--- config.mk ---
export PLATFORM = sky130hd
export DESIGN_NAME = babbage_inverse_engine
export DESIGN_NICKNAME = d
export VERILOG_FILES = /design/src/rtl/babbage_inverse_engine.sv
export SDC_FILE = /design/constraint.sdc
export NUM_CORES = 1
export LEC_CHECK = 0
export BUFFER_PORTS_ARGS = -buffer_cell sky130_fd_sc_hd__buf_2
export CORE_MARGIN = 2
export CORE_UTILIZATION = 44
export CTS_BUF_LIST = sky130_fd_sc_hd__clkbuf_16
export DETAILED_ROUTE_END_ITERATION = 10
export GPL_TIMING_DRIVEN = 0
export SETUP_SLACK_MARGIN = 0.5
export SLEW_MARGIN = 30
export SYNTH_ARGS = -nofsm -noshare
export SYNTH_HDL_FRONTEND = slang
export SYNTH_SLANG_ARGS = --single-unit
--- constraint.sdc ---
create_clock -name clk_i -period 3.4 [get_ports clk_i]
set_input_delay 0.17 -clock clk_i [delete_from_list [all_inputs] [get_ports clk_i]]
set_output_delay 0.17 -clock clk_i [all_outputs]
set_load 0.05 [all_outputs]
--- src/rtl/babbage_inverse_engine.sv ---
// babbage_inverse_engine
//   Inverse of the difference-engine evaluator for f(n) = A*n^2 + B*n + C.
//   For a target y it finds the largest n in [0, 2^NW-1] with f(n) <= y by
//   walking f forward one finite-difference step per clock (adders and a
//   comparator only), and reports whether f(n) hits y exactly.
//
// Ports
//   clk_i      rising-edge clock
//   reset_n_i  asynchronous active-low reset
//   start_i    request, sampled only while idle
//   y_i        target value, captured on the accepted start
//   busy_o     high whenever the engine is not idle
//   done_o     one-cycle pulse, results valid
//   n_o        largest n with f(n) <= y
//   f_o        f(n_o)
//   exact_o    f(n_o) == y
//   below_o    y < C, no valid n exists
//   limit_o    search stopped because n reached NMAX
module babbage_inverse_engine #(
    parameter int unsigned A  = 2,
    parameter int unsigned B  = 3,
    parameter int unsigned C  = 5,
    parameter int unsigned NW = 6,
    parameter int unsigned YW = 16
) (
    input  logic          clk_i,
    input  logic          reset_n_i,
    input  logic          start_i,
    input  logic [YW-1:0] y_i,
    output logic          busy_o,
    output logic          done_o,
    output logic [NW-1:0] n_o,
    output logic [YW-1:0] f_o,
    output logic          exact_o,
    output logic          below_o,
    output logic          limit_o
);

    localparam logic [NW-1:0] NMAX  = '1;
    localparam logic [YW-1:0] C_V   = YW'(C);
    localparam logic [YW:0]   AB_V  = (YW+1)'(A + B);
    localparam logic [YW:0]   TWO_A = (YW+1)'(2 * A);

    typedef enum logic [1:0] {IDLE, SEARCH, DONE} state_e;

    state_e        state_q, state_d;
    logic [YW-1:0] y_q, y_d;
    logic [YW-1:0] f_q, f_d;
    logic [YW:0]   d_q, d_d;
    logic [NW-1:0] n_q, n_d;
    logic [NW-1:0] n_o_q, n_o_d;
    logic [YW-1:0] f_o_q, f_o_d;
    logic          exact_q, exact_d;
    logic          below_q, below_d;
    logic          limit_q, limit_d;

    // Candidate next value of f, two bits wider than y so it cannot wrap.
    logic [YW+1:0] f_next;
    logic          step;

    assign f_next = {2'b00, f_q} + {1'b0, d_q};
    // NMAX check first so n never wraps past the top of its range.
    assign step   = (n_q != NMAX) && (f_next <= {2'b00, y_q});

    always_comb begin
        state_d = state_q;
        y_d     = y_q;
        f_d     = f_q;
        d_d     = d_q;
        n_d     = n_q;
        n_o_d   = n_o_q;
        f_o_d   = f_o_q;
        exact_d = exact_q;
        below_d = below_q;
        limit_d = limit_q;
        unique case (state_q)
            IDLE: begin
                if (start_i) begin
                    y_d     = y_i;
                    f_d     = C_V;
                    d_d     = AB_V;
                    n_d     = '0;
                    // Results read as zero until the new answer is latched,
                    // which is also the required value for the below case.
                    n_o_d   = '0;
                    f_o_d   = '0;
                    exact_d = 1'b0;
                    limit_d = 1'b0;
                    below_d = (y_i < C_V);
                    state_d = (y_i < C_V) ? DONE : SEARCH;
                end
            end
            SEARCH: begin
                if (step) begin
                    f_d = f_next[YW-1:0];
                    d_d = d_q + TWO_A;
                    n_d = n_q + 1'b1;
                end else begin
                    n_o_d   = n_q;
                    f_o_d   = f_q;
                    exact_d = (f_q == y_q);
                    limit_d = (n_q == NMAX);
                    state_d = DONE;
                end
            end
            DONE:    state_d = IDLE;
            default: state_d = IDLE;
        endcase
    end

    always_ff @(posedge clk_i or negedge reset_n_i) begin
        if (!reset_n_i) begin
            state_q <= IDLE;
            y_q     <= '0;
            f_q     <= '0;
            d_q     <= '0;
            n_q     <= '0;
            n_o_q   <= '0;
            f_o_q   <= '0;
            exact_q <= 1'b0;
            below_q <= 1'b0;
            limit_q <= 1'b0;
        end else begin
            state_q <= state_d;
            y_q     <= y_d;
            f_q     <= f_d;
            d_q     <= d_d;
            n_q     <= n_d;
            n_o_q   <= n_o_d;
            f_o_q   <= f_o_d;
            exact_q <= exact_d;
            below_q <= below_d;
            limit_q <= limit_d;
        end
    end

    assign busy_o  = (state_q != IDLE);
    assign done_o  = (state_q == DONE);
    assign n_o     = n_o_q;
    assign f_o     = f_o_q;
    assign exact_o = exact_q;
    assign below_o = below_q;
    assign limit_o = limit_q;

endmodule

==> key figures <==
Timing
  • Final hold violation count: 0
  • Setup Skew: 7.53 ps
  • Period utilization: 1.12
  • Max transition margin: 0.275
  • Max Clk Rate: 263 MHz
  • RSZ-0062 raised after global routing: true
  • Fin worst setup slack: -407 ps
  • Slew at the pin closest to its max-slew limit: 1080 ps
  • Tmin final: 3810 ps
  • Fin. max-slew vios: 0
  • Final setup fails: 63

Die
  • Die width: 112 um
  • Site Rows: 39
  • Die footprint: 12600 um^2
  • Die H: 112 um
  • Total core area: 11400 um^2
  • IO Count: 46
  • Starting Density: 0.450

Logic synthesis
  • Async SR Flop Fraction: 1.00
  • Yosys warning count: 0
  • Yosys top cell by area: dfrtp_1
  • Synthesized Nets: 606
  • Proportion of netlist area held by the largest area contributor: 0.394
  • Top_reg_cell synth: dfrtp_1
  • Flops & latches, synth: 81
  • Cells after Synth: 553
  • EDFF count, synth: 0
  • Netlist Area Pre-Place: 5140 um^2
  • Area contributors post-synth: dfrtp_1 39%, ha_1 8.3%, nand2_1 5.4%
  • Syn Area/Cell: 9.30 um^2
  • Yosys cell types: 61
  • Sequential fraction of the synthesis area: 0.394

CTS
  • H-tree Lvls: 3
  • Inserted Clock Buffers: 9
  • Worst skew pair latency: 350 ps
  • Clock buffer depth: 2
  • Clock Sinks: 81
  • CTS root buf: clkbuf_16
  • CTS tree: built
  • Reg clk slew, reported paths: 60 ps

Layout
  • Layout cells sized above 1: 0.308
  • Final instance area: 6820 um^2
  • Finished Layout Cells: 795
  • Most frequent cells in the layout: 74 x nand2_1, 70 x dfrtp_1, 60 x inv_1, 48 x buf_2, 37 x nor2_1
  • Area growth syn-to-layout: 32.7%
  • Final #Nets: 700
  • # diodes: 0
  • Commonest non-fill, non-tap cell in the layout: nand2_1

Route
  • Detailed Route Iter0 Violations: 234
  • DR WL/cell: 19.3 um
  • DR vias: 4454
  • Highest metal layer with signal wires: met4
  • Vias per Instance: 5.60
  • Routed Antenna Nets: 0
  • Routed Wire Length: 15300 um
  • Drt drc: 0
  • Pre-antenna DRT Iters: 5
  • Met1 WL: 6950 um
  • Met3 routed WL: 859 um
  • Met2 WL: 7150 um

Critical path
  • Crit path launch: f_q[2]
  • Reg2reg start: f_q[2]
  • Critical path class: reg2reg
  • CP Data Required Time: 3630 ps
  • CP startpoint kind: flop
  • CP Capture Type: flop
  • WP data arrival: 4030 ps
  • Crit path max fanout: 5

Global route
  • First-pass GRT wire length: 23900 um
  • Vias in the first global route: 4437
  • Largest net degree at the start of global routing: 44
  • Initial antenna violation count: 0
  • Overflow after GRT: 0
  • Total track usage: 0.247

Min path
  • Hold Path Class: in2reg
  • HP Start: y_i[0]

Placement
  • Global placer's final weighted congestion: 0.895
  • Port bufs: 45
  • DP Wirelength: 10500 um
  • Placed Area: 5690 um^2
  • Placed cells: 742

Pwr
  • Leak Pwr: 3.09 nW
  • Tot Pwr: 6.27 mW
  • PwrDens: 919 nW/um^2
  • Worst VDD drop: 0.491 mV

Outcome
  • Failing checks: negative setup slack
  • Status: finished with violations

Run
  • Max cap viols: 0
[logic make-up (layout without fill, tap and decap cells)]
kind of cell               count (synthesis)  count (layout)  share of synthesized area
and+or+nand+nor                          196             196                      0.186
AOI/OAI and AO/OA                         91              91                      0.131
DFF                                       81              81                      0.394
buffers and inverters                     77             176                     0.0647
muxes                                     43              43                     0.0878
adders and majority gates                 34              34                     0.0827
xor gates and xnor gates                  31              31                     0.0528
[path summary, 6_finish.rpt]
check / endpoint / slack (ps) / depth (start not counted)
worst min register to register: below_o / 490 / 2
min in group asynchronous: f_o[1] / 290 / 2
max in group asynchronous: f_q[8] / 2560 / 3
worst max-delay path: d_q[10] / -410 / 17
worst min-delay path: y_q[0] / 30 / 3
worst max register to register: d_q[10] / -410 / 17
[flip-flops by register name (all words and copies together), names as in the netlist]
register and cells:
f_q 16, limit_o 1, n_q 6, state_q 2, d_q 16, exact_o 1, below_o 1, y_q 16
n_o 6, f_o 16
[final cells by class]
type,count,area (um^2)
flip-flops and latches,81,2040
plain buffers,20,184
clock buffers,9,225
clock inverters,7,78.8
inverters,57,214
repair buffers,83,668
multi-input cells,395,3230
fillers,981,4600
well taps,143,179
[layer usage]
metal	up-vias	global-route usage
li1	2135	-
met1	2193	0.349
met5	-	0
met2	103	0.384
met3	23	0.0400
met4	0	0.0943
[timing repair]
action | CTS | global route
pin swaps | 27 | 12
cloned | 1 | 4
hold buffers | 1 | 0
endpoints found under the setup margin | 63 | 63
endpoints found under the hold margin | 38 | 0
buffers inserted | 21 | 10
resized for setup | 59 | 35
[critical path: stages (launching register included)]
cell and delay [ps]:
dfrtp_2 430, ha_4 260, buf_12 130, a211oi_4 240, o21ai_2 100, a221oi_2 300, o21a_2 260, nand3_2 120
o311ai_4 130, ha_1 300, nand2_1 90, nor2_2 60, o21a_1 140, o31a_1 360, o41ai_4 290, buf_4 200
buf_6 140, o221ai_2 110
[per-stage QoR]
| step | hold WS (ps) | worst slack [ps] | utilization | setup TNS [ps] |
|---|---|---|---|---|
| 4_1_cts | 24.7 | -316 | 0.566 | -14730 |
| 3_3_place_gp | 386 | -961 | 0.496 | -45440 |
| 6_report | 33.0 | -407 | 0.598 | -17520 |
| 5_1_grt | 42.7 | -497 | 0.598 | -23780 |
| 3_5_place_dp | 106 | -961 | 0.499 | -44730 |
| 2_1_floorplan | -126 | -118 | - | -1910 |
[Yosys cell counts (4+ instances only)]
cell and number:
dfrtp_1 81, nand2_1 74, inv_1 57, nor2_1 40
ha_1 34, o21ai_0 28, mux2i_1 26, nand4_1 20
mux2_2 16, xnor2_1 16, o221ai_1 15, xor2_1 15
a21oi_1 11, nand3_1 10, nor3_1 10, nor4_1 8
clkbuf_1 7, buf_2 5, nor2b_1 5, o21a_1 5
and3_1 4, buf_4 4, nand2b_1 4, o21ai_1 4
or3_1 4
[power by group]
part	total (mW)	leakage [nW]	internal, mW	switching [mW]
combinational	3.79	1.88	1.76	2.03
clock	1.03	0.158	0.630	0.401
sequential	1.45	1.05	1.22	0.227
Power figures use the tool's default switching activity.
